### config.mk
export PLATFORM = sky130hd
export DESIGN_NAME = booth_radix4_pp_gen
export DESIGN_NICKNAME = d
export VERILOG_FILES = /design/src/rtl/booth_pkg.sv /design/src/rtl/booth_r4_digit_enc.sv /design/src/rtl/booth_radix4_pp_gen.sv
export SDC_FILE = /design/constraint.sdc
export NUM_CORES = 1
export LEC_CHECK = 0
export BUFFER_PORTS_ARGS = -buffer_cell sky130_fd_sc_hd__buf_2
export CELL_PAD_IN_SITES_DETAIL_PLACEMENT = 1
export CELL_PAD_IN_SITES_GLOBAL_PLACEMENT = 1
export CORE_UTILIZATION = 37
export DETAILED_ROUTE_END_ITERATION = 10
export GPL_TIMING_DRIVEN = 0
export PLACE_DENSITY = 0.76
export SLEW_MARGIN = 40
export SYNTH_ARGS = -nofsm -noshare
export SYNTH_HDL_FRONTEND = slang
export SYNTH_HIERARCHICAL = 1
export SYNTH_SLANG_ARGS = --single-unit
### constraint.sdc
create_clock -name clk -period 2.2 [get_ports clk]
set_input_delay 0.22 -clock clk [delete_from_list [all_inputs] [get_ports clk]]
set_output_delay 0.22 -clock clk [all_outputs]
set_load 0.01 [all_outputs]
### src/rtl/booth_pkg.sv
// Shared types and widths for the radix-4 Booth partial-product generator.
package booth_pkg;

  localparam int DATA_W = 8;
  localparam int ROW_W  = DATA_W + 2;
  localparam int PP1_W  = 16;
  localparam int PP2_W  = 14;
  localparam int PP3_W  = 12;
  localparam int PP4_W  = 10;

  typedef struct packed {
    logic neg;
    logic one;
    logic two;
  } booth_digit_t;

  localparam booth_digit_t DIGIT_ZERO = '{neg: 1'b0, one: 1'b0, two: 1'b0};

endpackage

### src/rtl/booth_r4_digit_enc.sv
// Radix-4 Booth digit encoder: {b[2k+1], b[2k], b[2k-1]} -> {neg, one, two}.
module booth_r4_digit_enc
  import booth_pkg::*;
(
  input  logic [2:0]   i_grp,
  output booth_digit_t o_digit
);

  always_comb begin
    o_digit = DIGIT_ZERO;
    // 111 is -0 and must encode as the zero digit, so neg is masked there
    o_digit.neg = i_grp[2] & ~(i_grp[1] & i_grp[0]);
    o_digit.one = i_grp[1] ^ i_grp[0];
    o_digit.two = (i_grp[2] & ~i_grp[1] & ~i_grp[0]) | (~i_grp[2] & i_grp[1] & i_grp[0]);
  end

endmodule

### src/rtl/booth_radix4_pp_gen.sv
// Two-stage radix-4 Booth encoder and partial-product row generator for an 8x8 signed multiply.
module booth_radix4_pp_gen #(
  parameter int DATA_W = 8,
  parameter int CNT_W  = 16
) (
  input  logic              clk,
  input  logic              rst,
  input  logic              in_valid,
  output logic              in_ready,
  input  logic [DATA_W-1:0] in_a,
  input  logic [DATA_W-1:0] in_b,
  output logic              out_valid,
  input  logic              out_ready,
  output logic [15:0]       pp1,
  output logic [13:0]       pp2,
  output logic [11:0]       pp3,
  output logic [9:0]        pp4,
  output logic [CNT_W-1:0]  prod_count
);

  import booth_pkg::booth_digit_t;
  import booth_pkg::ROW_W;
  import booth_pkg::PP1_W;
  import booth_pkg::PP2_W;
  import booth_pkg::PP3_W;
  import booth_pkg::PP4_W;

  function automatic logic signed [ROW_W-1:0] booth_row(
    input logic signed [DATA_W-1:0] a,
    input booth_digit_t             d
  );
    logic signed [ROW_W-1:0] mag;
    mag = '0;
    if (d.two)      mag = {{(ROW_W-DATA_W-1){a[DATA_W-1]}}, a, 1'b0};
    else if (d.one) mag = {{(ROW_W-DATA_W){a[DATA_W-1]}}, a};
    return d.neg ? -mag : mag;
  endfunction

  logic                     w_s1_adv;
  logic                     w_s2_adv;
  logic [DATA_W:0]          w_b_ext;
  booth_digit_t             w_dig [4];
  logic signed [ROW_W-1:0]  w_row [4];

  logic                     r_vld_p1;
  logic signed [DATA_W-1:0] r_a_p1;
  booth_digit_t             r_dig_p1 [4];

  logic                     r_vld_p2;
  logic [PP1_W-1:0]         r_pp1_p2;
  logic [PP2_W-1:0]         r_pp2_p2;
  logic [PP3_W-1:0]         r_pp3_p2;
  logic [PP4_W-1:0]         r_pp4_p2;
  logic [CNT_W-1:0]         r_cnt;

  assign w_s2_adv = ~r_vld_p2 | out_ready;
  assign w_s1_adv = ~r_vld_p1 | w_s2_adv;
  assign in_ready = w_s1_adv;
  assign w_b_ext  = {in_b, 1'b0};

  for (genvar k = 0; k < 4; k++) begin : g_enc
    booth_r4_digit_enc u_enc (
      .i_grp  (w_b_ext[2*k+2 -: 3]),
      .o_digit(w_dig[k])
    );
  end

  // Stage 1: register multiplicand and encoded digits
  always_ff @(posedge clk) begin
    if (rst) r_vld_p1 <= 1'b0;
    else if (w_s1_adv) r_vld_p1 <= in_valid;
    if (in_valid && w_s1_adv) begin
      r_a_p1 <= in_a;
      for (int k = 0; k < 4; k++) r_dig_p1[k] <= w_dig[k];
    end
  end

  always_comb begin
    for (int k = 0; k < 4; k++) w_row[k] = booth_row(r_a_p1, r_dig_p1[k]);
  end

  // Stage 2: sign-extended partial-product rows
  always_ff @(posedge clk) begin
    if (rst) begin
      r_vld_p2 <= 1'b0;
      r_pp1_p2 <= '0;
      r_pp2_p2 <= '0;
      r_pp3_p2 <= '0;
      r_pp4_p2 <= '0;
    end else if (w_s2_adv) begin
      r_vld_p2 <= r_vld_p1;
      if (r_vld_p1) begin
        r_pp1_p2 <= {{(PP1_W-ROW_W){w_row[0][ROW_W-1]}}, w_row[0]};
        r_pp2_p2 <= {{(PP2_W-ROW_W){w_row[1][ROW_W-1]}}, w_row[1]};
        r_pp3_p2 <= {{(PP3_W-ROW_W){w_row[2][ROW_W-1]}}, w_row[2]};
        r_pp4_p2 <= w_row[3];
      end
    end
  end

  always_ff @(posedge clk) begin
    if (rst) r_cnt <= '0;
    else if (r_vld_p2 && out_ready) r_cnt <= r_cnt + CNT_W'(1);
  end

  assign out_valid  = r_vld_p2;
  assign pp1        = r_pp1_p2;
  assign pp2        = r_pp2_p2;
  assign pp3        = r_pp3_p2;
  assign pp4        = r_pp4_p2;
  assign prod_count = r_cnt;

endmodule
# Word-level counts from Yosys, hierarchy flattened
# Memory sizes are Yosys's and may differ from the RTL's.
# Index checks and enable logic that the tools add are counted.
# word_totals
regBits,66
mem_bits_rw,12
in_bits,20
out_inout_bits,70
n_memories,1
# classes
addsub,5
muxes,14
n_bitwise,40
n_reduce_logical,3
# mem_list
name,depth,width,read_ports,rd_clocked_by_memory_dff,write_ports,line_no,source
r_dig_p1,4,3,4,0,4,booth_radix4_pp_gen.sv:47,booth_digit_t r_dig_p1 [4];
# op_table
operator,n
2-to-1 mux 10 bit,12
negator 10 bit,4
AND 1 bit,19
"adder 16 x 1 -> 16 bit, second input constant",1
inverter 1 bit,13
bitwise OR 1 bit,5
bitwise XOR 1 bit,3
logical AND 1 bit,2
2-to-1 mux 1 bit,2
AND reduction 2 bit,1

# Logic depth before layout (Yosys ltp)
# Gate-level depths: netlist of run 1.
# depth
ltp_word,6
ltp_mapped,9
mapped_depth_nobuf,7

# Hierarchy
# Netlist of run 1, hierarchy kept.
# by_module_without_submodules
module,n_inst,cells_each,area_each_um2
booth_radix4_pp_gen,1,509,4292.9
booth_r4_digit_enc,4,5,41.3

# Worst setup path before layout of run 1
# Ideal clock, no wire load.
# synth_path
path_type,register to register
startpoint,register r_a_p1[0]
endpoint,"register r_pp1_p2[8], in the netlist pp1[8]"
t_arrival_ps,1991
required_time_ps,2138
setup_slack_ps,147
path_stages_with_launch,9
path_buffers,2
period_less_slack_ps,2053
cell_sequence,edfxtp_1 clkbuf_1 buf_1 a22oi_1 ha_1 o211ai_1 o31ai_1 or4_1 nand3_1
# synth_between
elab_chain_cells,4
# synth_rtl
element,line_no,source
"start, declared",booth_radix4_pp_gen.sv:46,logic signed [DATA_W-1:0] r_a_p1;
"start signal, assigned",booth_radix4_pp_gen.sv:73,r_a_p1 <= in_a;
2-to-1 mux 10 bit,booth_radix4_pp_gen.sv:35,"else if (d.one) mag = {{(ROW_W-DATA_W){a[DATA_W-1]}}, a};"
2-to-1 mux 10 bit (*),booth_radix4_pp_gen.sv:34,"if (d.two) mag = {{(ROW_W-DATA_W-1){a[DATA_W-1]}}, a, 1'b0};"
negator 10 bit (*),booth_radix4_pp_gen.sv:36,return d.neg ? -mag : mag;
2-to-1 mux 10 bit (*),booth_radix4_pp_gen.sv:36,
"end signal, assigned",booth_radix4_pp_gen.sv:93,"r_pp1_p2 <= {{(PP1_W-ROW_W){w_row[0][ROW_W-1]}}, w_row[0]};"
"end, declared",booth_radix4_pp_gen.sv:50,logic [PP1_W-1:0] r_pp1_p2;
# Every way passes the cells marked *; elsewhere a longest branch is shown, timed or not.
# A chain may end at the register's enable or synchronous reset.

==> results of run 1 <==
-- final cells by class --
type	instances	share of cell area, %
buffer	53	5.23
clock buffer	9	4.11
clock inverter	7	0.983
inverter	4	0.274
multi-input combinational	391	44.7
sequential	78	32.2
tap	143	3.27
timing repair buffer	97	9.23
-- where the power goes --
group / internal (mW) / switching [mW]
Combinational: 0.301 / 0.440
Sequential: 1.55 / 0.0638
Clock: 0.775 / 0.627
-- cells in the mapped netlist, drive strengths merged (2+ instances only) --
library cell,instances,share of area (%)
o31ai,8,1.3
nand3,28,3.1
inv,4,0.34
a22oi,12,2.0
nor2b,18,2.5
nand2b,14,2.0
o22a,4,0.79
a221oi,8,2.1
or4,2,0.42
xnor2,35,6.9
ha,9,2.5
o21ai,75,9.1
o211ai,7,1.2
xor2,3,0.59
or3,12,1.7
a32o,3,0.67
edfxtp,20,13
dfxtp,58,26
a22o,9,1.8
nor3,12,1.3
buf,19,3.0
a21oi,27,3.0
nand2,46,3.9
clkbuf,39,3.3
nand3b,17,2.9
nor2,30,2.5
and2,2,0.28
-- cell families (layout without fill, tap and decap cells) --
family	Yosys count	after routing	share of synthesized area, %
xor+xnor	38	38	7.47
buf+inv	62	170	6.62
simple gates	187	187	21.6
flops	78	78	39.5
compound gates	154	154	22.2
fa+ha+maj	9	9	2.53
other cells	1	3	0.0841
-- sequential cells by signal (all words and copies together), names as in the netlist --
name / count
pp3: 10
r_dig_p1: 12
r_vld_p1: 1
pp4: 10
r_a_p1: 8
prod_count: 16
pp2: 10
pp1: 10
out_valid: 1
-- critical path: stages (launching register included) --
cell and delay, ns:
edfxtp_1 0.47, nor2b_1 0.15, buf_2 0.26, a22oi_1 0.14, ha_2 0.23, o211ai_1 0.15
o21ai_1 0.18, or3_1 0.39, nand3_1 0.08
-- metal layers --
| metal | part of all wire (%) | routed length, um | vias to the layer above |
|---|---|---|---|
| li1 | - | - | 2089 |
| met1 | 46 | 6330 | 2089 |
| met2 | 48 | 6630 | 95 |
| met3 | 4.5 | 610 | 9 |
| met4 | 0.94 | 129 | 0 |
| met5 | 0 | 0 | - |
-- placed cells by master (no fill, tap or decap), drive strengths merged, types with 3 or more instances in the layout --
| cell | count |
|---|---|
| o21ai | 75 |
| inv | 7 |
| xnor2 | 35 |
| a21oi | 27 |
| o22a | 4 |
| nand2 | 46 |
| conb | 3 |
| nand3 | 28 |
| nor3 | 12 |
| nor2 | 30 |
| nor2b | 18 |
| a32o | 3 |
| xor2 | 3 |
| o211ai | 7 |
| a221oi | 8 |
| edfxtp | 20 |
| ha | 9 |
| dfxtp | 58 |
| buf | 118 |
| a22o | 9 |
| or3 | 12 |
| o31ai | 8 |
| a22oi | 12 |
| nand2b | 14 |
| clkbuf | 41 |
| nand3b | 17 |
| clkinv | 4 |
-- worst paths after layout --
path,startpoint,cells after the start,end
setup / recovery,r_dig_p1[2][0]$_DFFE_PP_,8,pp3[6]$_SDFFE_PP0P_
hold / removal,in_a[2],1,r_a_p1[2]$_DFFE_PP_
setup reg to reg,r_dig_p1[2][0]$_DFFE_PP_,8,pp3[6]$_SDFFE_PP0P_
hold reg to reg,pp2[8]$_SDFFE_PP0P_,2,pp2[8]$_SDFFE_PP0P_
-- stage by stage --
stage / setup slack [ns] / instances
global placement: -0.249 / 763
detailed placement: -0.330 / 763
floorplan: 0.147 / 531
finish: 0.0879 / 782
global route: -0.0368 / 782
CTS: 0.00869 / 778
-- timing repair --
| action | in CTS | in global routing |
|---|---|---|
| endpoints found under the hold margin | 0 | 0 |
| pin swaps | 0 | 2 |
| buffers inserted | 3 | 5 |
| resized for setup | 20 | 16 |
| setup endpoints to repair | 16 | 24 |
==> impl_metrics.csv, run 1 <==
group,metric,value,unit
routing,drtIter0Drc,305,
die,pin_count,90,
power,leakage,2.18,nW
timing,setup_viol,0,
logic_synthesis,yosysSeqAreaShare,39.5,%
timing,layout_min_cycle_time,2.11,ns
timing,whs,0.0465,ns
die,fp.dieH,112,um
timing,period_share,96.0,%
placement,portBuffers,89,
clocking,clk_pin_slew,0.06,ns
finish,multi_input_comb_area,2450,um2
timing,worstMarginPinSlew,0.659,ns
finish,n_fill_cell,1433,
clocking,cts_root_buffer,"clkbuf_16",
routing,first_pass_iters,7,
logic_synthesis,ys_seq_elements,78,
timing,fmax,473,MHz
global_routing,grt_max_degree,21,
routing,drc,5,
finish,finish.instance_area,5470,um2
clocking,cts_buffers,9,
timing,relSlewSlack,56.1,%
routing,wl,13.7,mm
placement,postPlaceCellArea,5090,um2
logic_synthesis,synth_area_per_cell,8.43,um2
global_routing,antenna_found_initial,0,
routing,wl_per_cell,17.5,um
logic_synthesis,synth_warnings,6,
finish,insertedDiodeCount,0,
logic_synthesis,syn_area,4460,um2
status,violations,"DRC",
power,ir_worst_vdd,0.397,mV
die,die_w,112,um
timing,fin_setup_tns,0,ns
routing,vias,4282,
finish,post-route-util,47.3,%
finish,nets,663,
clocking,htreeDepth,3,
worst_setup_path,cp-end-kind,"register",
finish,drive_above_1_share,26.0,%
clocking,cts_tree,"built",
timing,rsz0062_at_grt,"true",
global_routing,top_usage_layer,"met2",
timing,final_max_slew_viol_count,0,
routing,final_antenna_net_count,0,
global_routing,grt_use_total,23.1,%
global_routing,met3_usage,5.01,%
clocking,clk_latency,0.35,ns
finish,seqCellArea,1760,um2
clocking,cts.sinks,78,
job,maxCapViolCount,0,
power,total_power,3.76,mW
clocking,ctsHoldBuffers,0,
die,core_area,11600,um2
timing,hold_viol,0,
routing,vias_per_cell,5.48,
finish,area_delta_synth_final,22.8,%
worst_setup_path,path_max_fanout,9,
global_routing,use_met2,37.9,%
logic_synthesis,ys_async_sr_fraction,0,%
logic_synthesis,synth_flop_cell,"dfxtp_1",
die,start_util,38.5,%
logic_synthesis,synthCells,529,
worst_setup_path,path_class,"reg -> reg",
global_routing,grt.overflow.total,0,
worst_setup_path,startpoint_type,"register",
power,powerDensity,687,nW/um2
global_routing,grt_pass1_vias,4286,
global_routing,use_met1,30.2,%
global_routing,grt_pass1_wl,22.5,mm
die,die_area,12500,um2
worst_setup_path,crit_required,2.48,ns
worst_setup_path,r2r_slack,0.09,ns
timing,skew,0.00888,ns
worst_setup_path,critPathArrivalTime,2.40,ns
logic_synthesis,synth_edf_count,20,
die,rows,39,
placement,globalplace.congestion,0.893,
logic_synthesis,ys_types,42,
status,status,"finished with violations",
clocking,clk_path_buf_depth,2,
hold_path,hold_path_class,"in -> reg",
placement,hpwlAfterDp,10.2,mm
No activity file was read; power rests on OpenSTA's default activity.
==> run 2, diff against run 1 <==
Settings changed: CORE_UTILIZATION 37 to 44, PLACE_DENSITY 0.76 to 0.85.
Clock period 2.2 ns to 2.74 ns, I/O delays scaled along.
==> run 2 against run 1 <==
Net effect:
- the flow now finishes without violations
- register-to-register slack gained 0.10 ns
- first-iteration DRC count down 44%
- clock skew up 0.0057 ns
- hold slack better by 0.034 ns
- critical path depth unchanged
- critical endpoint unchanged
- highest routed layer unchanged
==> impl_metrics.csv, run 2 (synthesis gave the netlist of run 1 again) <==
group,metric,value,unit
timing,skew,0.0145,ns
finish,post-route-util,53.9,%
power,powerDensity,513,nW/um2
die,pin_count,90,
timing,worstMarginPinSlew,0.763,ns
placement,pre_cts_ws,0.172,ns
clocking,ctsHoldBuffers,0,
routing,wl,13.5,mm
clocking,cts_buffers,9,
global_routing,grt_use_total,26.9,%
global_routing,grt_pass1_vias,4109,
worst_setup_path,critPathBufInv,2,
timing,final_max_slew_viol_count,0,
clocking,clk_path_buf_depth,2,
finish,final_cell_mix,"91 x buf_2, 59 x o21ai_0, 58 x dfxtp_1",
worst_setup_path,startpoint_type,"register",
clocking,cts_resized,0,
worst_setup_path,path_common_cell,"clkbuf_1",
timing,layout_min_cycle_time,2.55,ns
timing,hold_viol,0,
worst_setup_path,cp-end-kind,"register",
die,rows,36,
worst_setup_path,critPathArrivalTime,2.86,ns
die,die_area,10500,um2
finish,largest_reg_flops,16,
timing,period_share,93.0,%
clocking,clk_latency,0.37,ns
clocking,clk_pin_slew,0.09,ns
finish,drive_above_1_share,21.4,%
worst_setup_path,path_max_fanout,10,
finish,n_fill_cell,1243,
power,total_power,2.70,mW
die,start_util,45.6,%
global_routing,grt.overflow.total,0,
job,maxCapViolCount,0,
timing,rsz0062_at_grt,"false",
routing,wl_per_cell,17.6,um
finish,final_common_cell,"buf_2",
clocking,cts_root_buffer,"clkbuf_8",
worst_setup_path,cp_cell_sequence,"clkbuf_1 -> clkbuf_1 -> a22oi_1 -> ha_1 -> o211ai_1 -> o21ai_0 -> or3_1 -> nand3_1",
finish,area_delta_synth_final,18.2,%
timing,setup_viol,0,
clocking,htreeDepth,3,
routing,vias_per_cell,5.59,
routing,vias,4298,
die,die_w,103,um
placement,hpwlAfterDp,10.0,mm
worst_setup_path,path_class,"reg -> reg",
timing,relSlewSlack,49.0,%
status,status,"finished, final reports clean",
power,ir_worst_vdd,0.227,mV
worst_setup_path,crit_required,3.05,ns
routing,drtIter0Drc,172,
routing,drc,0,
timing,setup_ws,0.191,ns
global_routing,grt_pass1_wl,21.3,mm
global_routing,grt_max_degree,21,
timing,fmax,392,MHz
power,leakage,2.06,nW
placement,globalplace.congestion,0.908,
clocking,cts.sinks,78,
clocking,cts_setup_buffers,0,
routing,final_antenna_net_count,0,
timing,whs,0.0804,ns
placement,portBuffers,89,
worst_setup_path,cpPeakStageDelay,0.52,ns
worst_setup_path,crit_slowest_cell,"clkbuf_1",
die,fp.dieH,103,um
finish,nets,660,
finish,insertedDiodeCount,0,
routing,first_pass_iters,5,
clocking,cts_tree,"built",
die,core_area,9770,um2
timing,fin_setup_tns,0,ns
global_routing,antenna_found_initial,0,
hold_path,hold_path_class,"in -> reg",
worst_setup_path,crit_family,"buffers and inverters",
[run 2: routing by layer]
layer | part of all wire, % | wire, um | track usage, % | vias to the layer above
li1 | - | - | - | 2074
met3 | 4.9 | 660 | 4.81 | 11
met4 | 1.1 | 153 | 8.57 | 0
met5 | 0 | 0 | 0 | -
met2 | 49 | 6640 | 45.2 | 121
met1 | 45 | 6040 | 35.0 | 2092
[run 2: worst register-to-register path: stages, from the launching register on]
cell and delay [ns]:
edfxtp_1 0.32, clkbuf_1 0.30, clkbuf_1 0.52, a22oi_1 0.22, ha_1 0.28, o211ai_1 0.15, o21ai_0 0.23, or3_1 0.40
nand3_1 0.08
[run 2: stage by stage]
stage | instance area (um2) | cells
final | 5270 | 769
after global routing | 5270 | 769
after CTS | 5260 | 769
after detailed placement | 5080 | 753
after global placement | 5080 | 753
after floorplan | 4470 | 531
[run 2: path summary, 6_finish.rpt]
check | start | end | slack [ns] | depth (start not counted)
setup reg to reg | r_dig_p1[2][0]$_DFFE_PP_ | pp3[6]$_SDFFE_PP0P_ | 0.19 | 8
hold / removal | in_a[2] | r_a_p1[2]$_DFFE_PP_ | 0.08 | 1
setup / recovery | r_dig_p1[2][0]$_DFFE_PP_ | pp3[6]$_SDFFE_PP0P_ | 0.19 | 8
hold reg to reg | pp4[1]$_SDFFE_PP0P_ | pp4[1]$_SDFFE_PP0P_ | 0.46 | 2
[run 2: power by group]
| part | switching, mW | internal, mW | total (mW) | leakage, nW |
|---|---|---|---|---|
| combinational | 0.350 | 0.224 | 0.575 | 1.30 |
| clock | 0.445 | 0.387 | 0.832 | 0.0883 |
| sequential | 0.0480 | 1.24 | 1.29 | 0.670 |
[run 2: cell type report]
class | count | area [um2] | area share, %
inverter | 4 | 15.0 | 0.285
clock inverter | 4 | 30.0 | 0.570
sequential | 78 | 1760 | 33.4
tap | 133 | 166 | 3.16
clock buffer | 12 | 156 | 2.97
buffer | 58 | 283 | 5.37
timing repair buffer | 89 | 445 | 8.46
multi-input combinational | 391 | 2410 | 45.7
